--- config.mk ---
export PLATFORM = sky130hd
export DESIGN_NAME = mem_access_stage
export DESIGN_NICKNAME = d
export VERILOG_FILES = /design/src/rtl/mem_access_stage_pkg.sv /design/src/rtl/mem_access_stage_load_extend.sv /design/src/rtl/mem_access_stage.sv
export SDC_FILE = /design/constraint.sdc
export NUM_CORES = 1
export LEC_CHECK = 0
export ABC_CLOCK_PERIOD_IN_PS = 9100
export BUFFER_PORTS_ARGS = -buffer_cell sky130_fd_sc_hd__clkbuf_2
export CAP_MARGIN = 20
export CORE_MARGIN = 3
export CORE_UTILIZATION = 40
export DETAILED_ROUTE_END_ITERATION = 8
export HOLD_SLACK_MARGIN = 0.15
export SLEW_MARGIN = 20
export SYNTH_ARGS = -nofsm -noshare
export SYNTH_HDL_FRONTEND = slang
export SYNTH_SLANG_ARGS = --single-unit
--- constraint.sdc ---
create_clock -name _clk -period 9.1 [get_ports _clk]
set_input_delay 0.91 -clock _clk [delete_from_list [all_inputs] [get_ports _clk]]
set_output_delay 0.91 -clock _clk [all_outputs]
set_load 0.03 [all_outputs]
--- src/rtl/mem_access_stage_pkg.sv ---
// Shared constants and types for the memory-access stage.
// Imported by the stage, its load extender and the bench.
package mem_access_stage_pkg;

    localparam logic [1:0] WB_ALU    = 2'd0;
    localparam logic [1:0] WB_MEM    = 2'd1;
    localparam logic [1:0] WB_PCNEXT = 2'd2;

    localparam logic [2:0] F3_B  = 3'd0;
    localparam logic [2:0] F3_H  = 3'd1;
    localparam logic [2:0] F3_W  = 3'd2;
    localparam logic [2:0] F3_BU = 3'd4;
    localparam logic [2:0] F3_HU = 3'd5;

    localparam logic [1:0] ST_IDLE = 2'd0;
    localparam logic [1:0] ST_REQ  = 2'd1;
    localparam logic [1:0] ST_WAIT = 2'd2;

    typedef struct packed {
        logic        we;
        logic [4:0]  rd;
        logic [31:0] alu;
        logic [31:0] sdata;
        logic [31:0] pc;
        logic [1:0]  src;
        logic        ld;
        logic [2:0]  f3;
    } mem_op_t;

    // Size lives in f3[1:0]; anything wider than a half is treated as a word.
    function automatic logic misaligned(input logic [2:0] f3,
                                        input logic [1:0] a);
        logic r;
        case (f3[1:0])
            2'b00:   r = 1'b0;
            2'b01:   r = a[0];
            default: r = |a;
        endcase
        return r;
    endfunction

endpackage

--- src/rtl/mem_access_stage_load_extend.sv ---
// Load lane selection and sign/zero extension.
// Purely combinational; fed by the captured address offset and funct3.
module load_extend
    import mem_access_stage_pkg::*;
(
    input  logic [31:0] rdata_i,
    input  logic [1:0]  off_i,
    input  logic [2:0]  f3_i,
    output logic [31:0] data_o
);

    logic [7:0]  byte_s;
    logic [15:0] half_s;

    always_comb begin
        case (off_i)
            2'd0:    byte_s = rdata_i[7:0];
            2'd1:    byte_s = rdata_i[15:8];
            2'd2:    byte_s = rdata_i[23:16];
            default: byte_s = rdata_i[31:24];
        endcase
        half_s = off_i[1] ? rdata_i[31:16] : rdata_i[15:0];
    end

    always_comb begin
        case (f3_i)
            F3_B:    data_o = {{24{byte_s[7]}}, byte_s};
            F3_BU:   data_o = {24'd0, byte_s};
            F3_H:    data_o = {{16{half_s[15]}}, half_s};
            F3_HU:   data_o = {16'd0, half_s};
            default: data_o = rdata_i;
        endcase
    end

endmodule

--- src/rtl/mem_access_stage.sv ---
// Memory-access pipeline stage: issues loads/stores on a valid/ready
// data port and presents a registered writeback bundle.
module mem_access_stage
    import mem_access_stage_pkg::*;
#(
    parameter int TIMEOUT = 255
) (
    input  logic        _clk,
    input  logic        _reset,
    input  logic        _in_valid,
    output logic        _in_ready,
    input  logic        _in_we,
    input  logic [4:0]  _in_rd,
    input  logic [31:0] _in_alu,
    input  logic [31:0] _in_sdata,
    input  logic [31:0] _in_pc,
    input  logic [1:0]  _in_sig_src,
    input  logic        _in_ld,
    input  logic        _in_st,
    input  logic [2:0]  _in_f3,
    output logic        _mem_req,
    input  logic        _mem_rdy,
    output logic        _mem_wr,
    output logic [31:0] _mem_addr,
    output logic [31:0] _mem_wdata,
    output logic [3:0]  _mem_wstrb,
    input  logic        _mem_rvalid,
    input  logic [31:0] _mem_rdata,
    output logic        _wb_we,
    output logic [4:0]  _wb_rd,
    output logic [31:0] _wb_alu,
    output logic [31:0] _wb_mem,
    output logic [31:0] _wb_pc,
    output logic [1:0]  _wb_sig_src,
    output logic        _exc_misalign,
    output logic        _exc_buserr
);

    localparam int CW = $clog2(TIMEOUT + 1);
    localparam logic [CW-1:0] CNT_LAST = CW'(TIMEOUT - 1);

    logic [1:0]    state_q, state_d;
    mem_op_t       op_q, op_d;
    logic [CW-1:0] cnt_q, cnt_d;

    logic        wb_we_q, wb_we_d;
    logic [4:0]  wb_rd_q, wb_rd_d;
    logic [31:0] wb_alu_q, wb_alu_d;
    logic [31:0] wb_mem_q, wb_mem_d;
    logic [31:0] wb_pc_q, wb_pc_d;
    logic [1:0]  wb_src_q, wb_src_d;
    logic        mis_q, mis_d;
    logic        berr_q, berr_d;

    logic        is_mem;
    logic        load_done;
    logic [1:0]  off;
    logic [31:0] ld_data;
    logic [3:0]  strb;
    logic [31:0] wdata;

    assign is_mem = _in_ld | _in_st;
    assign off    = op_q.alu[1:0];

    load_extend u_ext (
        .rdata_i (_mem_rdata),
        .off_i   (off),
        .f3_i    (op_q.f3),
        .data_o  (ld_data)
    );

    always_comb begin
        case (op_q.f3[1:0])
            2'b00: begin
                strb  = 4'b0001 << off;
                wdata = {4{op_q.sdata[7:0]}};
            end
            2'b01: begin
                strb  = off[1] ? 4'b1100 : 4'b0011;
                wdata = {2{op_q.sdata[15:0]}};
            end
            default: begin
                strb  = 4'b1111;
                wdata = op_q.sdata;
            end
        endcase
    end

    // A response is only honoured for a load that has been granted,
    // including the same-cycle grant+response shortcut from REQ.
    assign load_done = _mem_rvalid & op_q.ld &
                       ((state_q == ST_REQ & _mem_rdy) |
                        (state_q == ST_WAIT));

    always_comb begin
        state_d  = state_q;
        op_d     = op_q;
        cnt_d    = cnt_q;
        wb_we_d  = 1'b0;
        wb_rd_d  = wb_rd_q;
        wb_alu_d = wb_alu_q;
        wb_mem_d = wb_mem_q;
        wb_pc_d  = wb_pc_q;
        wb_src_d = wb_src_q;
        mis_d    = 1'b0;
        berr_d   = 1'b0;

        case (state_q)
            ST_IDLE: begin
                if (_in_valid) begin
                    if (!is_mem) begin
                        wb_we_d  = _in_we;
                        wb_rd_d  = _in_rd;
                        wb_alu_d = _in_alu;
                        wb_pc_d  = _in_pc;
                        wb_src_d = _in_sig_src;
                    end else if (misaligned(_in_f3, _in_alu[1:0])) begin
                        mis_d = 1'b1;
                    end else begin
                        op_d.we    = _in_we;
                        op_d.rd    = _in_rd;
                        op_d.alu   = _in_alu;
                        op_d.sdata = _in_sdata;
                        op_d.pc    = _in_pc;
                        op_d.src   = _in_sig_src;
                        op_d.ld    = _in_ld;
                        op_d.f3    = _in_f3;
                        cnt_d      = '0;
                        state_d    = ST_REQ;
                    end
                end
            end
            ST_REQ: begin
                if (_mem_rdy) begin
                    state_d = op_q.ld ? ST_WAIT : ST_IDLE;
                end
            end
            ST_WAIT: begin
                if (!_mem_rvalid) begin
                    if (cnt_q == CNT_LAST) begin
                        berr_d  = 1'b1;
                        cnt_d   = '0;
                        state_d = ST_IDLE;
                    end else begin
                        cnt_d = cnt_q + 1'b1;
                    end
                end
            end
            default: state_d = ST_IDLE;
        endcase

        if (load_done) begin
            wb_we_d  = op_q.we;
            wb_rd_d  = op_q.rd;
            wb_alu_d = op_q.alu;
            wb_mem_d = ld_data;
            wb_pc_d  = op_q.pc;
            wb_src_d = op_q.src;
            state_d  = ST_IDLE;
        end
    end

    always_ff @(posedge _clk or posedge _reset) begin
        if (_reset) begin
            state_q  <= ST_IDLE;
            op_q     <= '0;
            cnt_q    <= '0;
            wb_we_q  <= 1'b0;
            wb_rd_q  <= '0;
            wb_alu_q <= '0;
            wb_mem_q <= '0;
            wb_pc_q  <= '0;
            wb_src_q <= '0;
            mis_q    <= 1'b0;
            berr_q   <= 1'b0;
        end else begin
            state_q  <= state_d;
            op_q     <= op_d;
            cnt_q    <= cnt_d;
            wb_we_q  <= wb_we_d;
            wb_rd_q  <= wb_rd_d;
            wb_alu_q <= wb_alu_d;
            wb_mem_q <= wb_mem_d;
            wb_pc_q  <= wb_pc_d;
            wb_src_q <= wb_src_d;
            mis_q    <= mis_d;
            berr_q   <= berr_d;
        end
    end

    assign _in_ready     = (state_q == ST_IDLE);
    assign _mem_req      = (state_q == ST_REQ);
    assign _mem_wr       = ~op_q.ld;
    assign _mem_addr     = {op_q.alu[31:2], 2'b00};
    assign _mem_wdata    = wdata;
    assign _mem_wstrb    = strb;
    assign _wb_we        = wb_we_q;
    assign _wb_rd        = wb_rd_q;
    assign _wb_alu       = wb_alu_q;
    assign _wb_mem       = wb_mem_q;
    assign _wb_pc        = wb_pc_q;
    assign _wb_sig_src   = wb_src_q;
    assign _exc_misalign = mis_q;
    assign _exc_buserr   = berr_q;

endmodule

* After elaboration in Yosys (flattened, before gate mapping)
Cells that the tools add are included.
** Operators by class
- $add $sub $neg :: 1
- Equality and inequality tests :: 21
- Shifts and indexed selects :: 1
- Multiplexer cells :: 52
- Bitwise gates (word level) :: 7
- Reductions and logical operators :: 13
** Operator list (number)
- 32-bit two-way mux :: 8
- 32-bit one-hot mux with 4 select lines :: 1
- 32-bit one-hot mux with 2 select lines :: 1
- 8-bit two-way mux :: 5
- 2-bit two-way mux :: 12
- 8-bit one-hot mux with 3 select lines :: 1
- 5-bit two-way mux :: 4
- 16-bit two-way mux :: 1
- 8-bit one-hot mux with 2 select lines :: 1
- 1-bit two-way mux :: 14
- 8-bit by 1-bit adder with 8-bit output (second input constant) :: 1
- 2-bit by 1-bit == test with 1-bit output (second input constant) :: 4
- 8-bit == test (second input constant) :: 1
- 2-bit logical NOT :: 4
- 4-bit one-hot mux with 2 select lines :: 1
- 3-bit == test (second input constant) :: 2
- 2-bit != test (second input constant) :: 3
- 3-bit by 1-bit != test with 1-bit output (second input constant) :: 2
- 3-bit by 2-bit != test with 1-bit output (second input constant) :: 2
- 3-bit != test (second input constant) :: 2
- 2-bit one-hot mux with 3 select lines :: 1
- 6-bit AND reduction :: 1
- 2-bit nonzero test :: 3
- 5-bit AND reduction :: 1
- other kinds (13) :: 19
** Word-level totals
- Register bits :: 224
- Output and inout port bits :: 177
- Logic and storage cells :: 113

* Depth between registers and ports, before layout
- Depth in word-level cells :: 10
- Depth in mapped cells :: 7
- Mapped depth without buffers :: 6

* By module
From an unflattened synthesis, not the netlist that was laid out.
** Unflattened totals
- Cells, all modules :: 826
- Area total of the unflattened synthesis :: 11040.6 µm²
** Modules (own cells, without submodules)
- mem_access_stage :: instances 1, cells each 693, area each 10070.9 µm²
- load_extend :: instances 1, cells each 133, area each 969.7 µm²

* Worst setup path before layout
OpenSTA, ideal clock, no wires.
- Kind :: register to output
- Start point :: register op_q[0] (netlist name)
- End point :: output port _mem_wdata[24]
- Data arrival time :: 1.945 ns
- Required time :: 8.190 ns
- Slack :: 6.245 ns
- Cell stages (with the launch flop) :: 5
- Path buffers :: 2
- Cells stage by stage :: dfrtp_1 clkbuf_1 clkbuf_1 mux2i_1 o21ai_0
** On the way
- Cells in the longest elaborated chain, start to end :: 2
- Elaborated cells on any way between the ends :: 3
- Those cells by class :: eq/ne: 1; mux: 1; reduce/logical: 1
** RTL lines
- start: declaration :: line mem_access_stage.sv:43 : mem_op_t op_q, op_d;
- start signal: assignment :: line mem_access_stage.sv:178 : op_q <= op_d;
- 2-bit by 1-bit == test with 1-bit output or 2-bit logical NOT (tied branches) :: line mem_access_stage.sv:73 : case (op_q.f3[1:0])
- 32-bit one-hot mux with 2 select lines * :: line mem_access_stage.sv:73
- end: declaration :: line mem_access_stage.sv:25 : output logic [31:0] _mem_wdata,
Mark *: on every way between the ends. The rest lies on a longest branch, timed or not.

* Final worst setup path
- Start point :: register state_q[0]
- End point :: register wb_pc_q[18], in the netlist _wb_pc[18]
** On the way
- Cells in the longest elaborated chain, start to end :: 6
- Elaborated cells on any way between the ends :: 11
- Those cells by class :: eq/ne: 3; mux: 1; bitwise: 3; reduce/logical: 4
** RTL lines
- start: declaration :: line mem_access_stage.sv:42 : logic [1:0] state_q, state_d;
- start signal: assignment :: line mem_access_stage.sv:177 : state_q <= state_d;
- 2-bit by 1-bit == test with 1-bit output :: line mem_access_stage.sv:92 : ((state_q == ST_REQ & _mem_rdy) |
- 1-bit bitwise AND :: line mem_access_stage.sv:92
- 1-bit OR :: line mem_access_stage.sv:92
- 1-bit bitwise AND :: line mem_access_stage.sv:91 : assign load_done = _mem_rvalid & op_q.ld &
- 2-bit by 1-bit != test with 1-bit output (no source line) or 2-bit nonzero test (tied branches)
- 3-bit AND reduction (no source line)
- end signal: assignment :: line mem_access_stage.sv:184 : wb_pc_q <= wb_pc_d;
- end: declaration :: line mem_access_stage.sv:50 : logic [31:0] wb_pc_q, wb_pc_d;
Parallel ways exist; a longest one is shown, timed or not.
A chain may end at the register's enable or synchronous reset.

==> run metrics <==
outcome finished clean; CTS Sinks 224; setup bufs post-CTS 0; ratio of cells with drive above 1 in the final layout 48.46%; met3 usage roughly 6.5%; synth top area cells dfrtp_1 (53%), mux2_2 (12%), o21ai_2 (5.9%); number of I/O pins around 320; worst-path cell chain or3b_1 > nor3_4 > buf_4 > or2_4 > buf_4 > o21ai_1; Critical Path RT 9.47 ns; PwrDens 362.4 nW/µm²; fin crit period ~3.5 ns; gr busiest metal met2; Seq/Total Area, Yosys 53.10%; Final Hold Vio Count 0; crit path DAT between 3 and 4 ns; H-tree levels 1; die area between 20000 and 30000 µm²; Critical Path End Type flip-flop; Clock Pin Slew Worst Setup and Hold Paths 0.06 ns; skew final ~0.0056 ns; RSZ-0062 raised after global routing false; Tot GR Track Use a little under a fifth; Synth Instances approximately 890; Critical-path top delay cell buf_4; Post-Route WL approximately 27000 µm; cell mode on critical path buf_4; peak supply drop 0.2161 mV; design area between 10000 and 15000 µm²; CTS tree done; DRC viols 0; Setup TNS Final 0 ns; final cycle utilization of the critical path just under 40%; Netlist Area Pre-Place roughly 11000 µm²; Worst Max-Slew Pin Slew around 1.0 ns; Hold Crit Class reg2reg; initial antenna violation count 0; Layout area overhead 21.80%; post_cts resized 0; number of library cell types mapped by synthesis 52; crit start category flip-flop; HPWL after DPL 18500 µm; DIE HEIGHT roughly 170 µm; die width 168.5 µm; Yosys warnings 0; Pre-antenna DRT Iters 5; TritonCTS Buffers 25; Via density between 5 and 6; Synth area leader dfrtp_1; Syn Area/Cell 11.89 µm²; Clock Path Buffers 3; vias in the first global route roughly 8000; Fmax ~280 MHz; CP max stage delay between 0.7 and 0.8 ns; Final setup viols 0; Port Buffers 320; antenna viol nets, final 0; Starting Density ~41%; worst path buffer plus inverter count 2; gp weighted congestion between 0.7 and 0.8; area share of the largest cell type after synthesis between 50% and 60%; WL/cell roughly 18 µm; max-slew violations 0; GR Util met2 between 30 and 40%; nets about 1300; routed vias 7744; first-pass GRT wire length 43410 µm; GRT met1 Usage between 20% and 30%; crit path max fanout 73; GRT overflow 0; leakage slightly above 6 nW; Worst slew margin approximately a third; cts hold-fix bufs 0; DR iter-0 viols slightly below 500; Placeable Area between 20000 and 30000 µm²; Clock Tree Root clkbuf_16; Crit path max-delay family buffers and inverters; pin count of the biggest net entering global routing a little over 90; dpl cell area about 12000 µm²; number of antenna diodes 0; FF+latch count, synth between 200 and 250; MaxCap Viol Count 0; Setup CP Type reg2reg; Clk Latency, worst-skew pair 0.51 ns; Rows 58
==> placed cells by master (no fill, tap or decap), types with 2 or more instances in the layout <==
| cell | n |
|---|---|
| or3b_1 | 2 |
| clkbuf_2 | 320 |
| o22a_1 | 7 |
| a22o_1 | 17 |
| mux2i_1 | 8 |
| nand3_1 | 33 |
| o21ai_2 | 71 |
| nor2b_1 | 5 |
| conb_1 | 2 |
| a31oi_1 | 5 |
| a21oi_1 | 3 |
| a22oi_1 | 73 |
| o21bai_1 | 4 |
| o21ai_0 | 22 |
| nand2_1 | 39 |
| clkinv_2 | 2 |
| buf_4 | 10 |
| inv_1 | 82 |
| dfrtp_1 | 223 |
| o211ai_1 | 6 |
| clkbuf_1 | 4 |
| clkbuf_16 | 25 |
| mux2_1 | 19 |
| and2_1 | 3 |
| nor2_1 | 7 |
| nor4_1 | 2 |
| nand2b_1 | 4 |
| o21ai_1 | 2 |
| ha_1 | 2 |
| a222oi_1 | 7 |
| clkbuf_8 | 13 |
| mux2_2 | 116 |
| nor3_1 | 6 |
==> worst min-delay path: stages (launching register included) <==
cell and delay, ns:
dfrtp_1 0.34, nand2_1 0.04, o21ai_0 0.06
==> layer usage <==
layer	vias to the layer above	share of wire [%]
met2	307	46
met1	3780	42
met5	-	0
met3	33	10
li1	3624	-
met4	0	1.8
==> worst paths after layout <==
kind	startpoint	endpoint	slack, ns	cells past startpoint
setup / recovery	state_q[0]	_wb_pc[18]	5.56	6
hold / removal	_wb_mem[3]	_wb_mem[3]	0.48	2
setup reg to reg	state_q[0]	_wb_pc[18]	5.56	6
hold reg to reg	_wb_mem[3]	_wb_mem[3]	0.48	2
max in group asynchronous	_reset	op_q[1]	7.14	3
min in group asynchronous	_reset	_wb_pc[1]	0.49	2
==> synthesized netlist by cell type (all sizes together) <==
cell,count
o211a,1
o22ai,1
nand3,33
a211o,1
mux2i,8
nor3,7
or4,1
nor4,2
o21ai,95
o2bb2ai,1
a22o,17
a222oi,7
nand4b,1
nor2b,5
o211ai,6
nand3b,1
nor2,9
conb,1
or2,2
and2,3
inv,83
o22a,7
and3b,1
o21a,1
ha,2
a32oi,1
and4,1
a22oi,73
a31oi,5
and3,1
buf,70
o41ai,1
nand2b,4
clkbuf,27
o21bai,4
a21oi,3
mux2,135
nor3b,1
or3b,2
nand2,39
or3,1
dfrtp,224
==> cells by family (layout without fill, tap and decap cells) <==
group | Yosys count | in the layout | share of synthesized area (%)
compound gates | 224 | 224 | 16.58
fa+ha+maj | 2 | 2 | 0.2370
buf+inv | 180 | 459 | 9.387
flops | 224 | 224 | 53.10
mux | 143 | 143 | 15.16
other cells | 1 | 2 | 0.03552
simple gates | 114 | 114 | 5.500
==> state kept, by name (all words and copies together) (netlist names), 5 cells and up <==
register,count
_mem_addr,30
_wb_alu,32
_wb_mem,32
_wb_pc,32
_wb_rd,5
cnt_q,8
op_q,76
==> layout make-up <==
cell class | instances | area [µm²]
clock buffers | 42 | 819.5
clock inverters | 4 | 48.80
fillers | 2381 | 12690
inverters | 83 | 319.1
multi-input cells | 485 | 3974
flip-flops and latches | 224 | 5607
well taps | 330 | 412.9
repair buffers | 330 | 1677
==> where the power goes <==
group          switching (W)  total (W)  internal (W)
logic                0.00130    0.00197      0.000672
clock network       0.000402    0.00104      0.000638
registers           0.000258    0.00165       0.00139
total                0.00196    0.00466       0.00270
==> stage by stage <==
stage | util [%] | setup WS [ns] | hold WS, ns | total power, W | cells
3_3_place_gp | 46.93 | 5.090 | 0.4635 | 0.003628 | 1452
3_5_place_dp | 46.93 | 5.058 | 0.4704 | 0.003657 | 1452
4_1_cts | 50.33 | 5.553 | 0.4835 | 0.004725 | 1498
2_1_floorplan | - | 2.056 | 0.4585 | 0.003158 | 889
5_1_grt | 50.33 | 5.434 | 0.5054 | 0.004934 | 1498
6_report | 50.33 | 5.559 | 0.4751 | 0.004659 | 1498
Power figures use the tool's default switching activity.
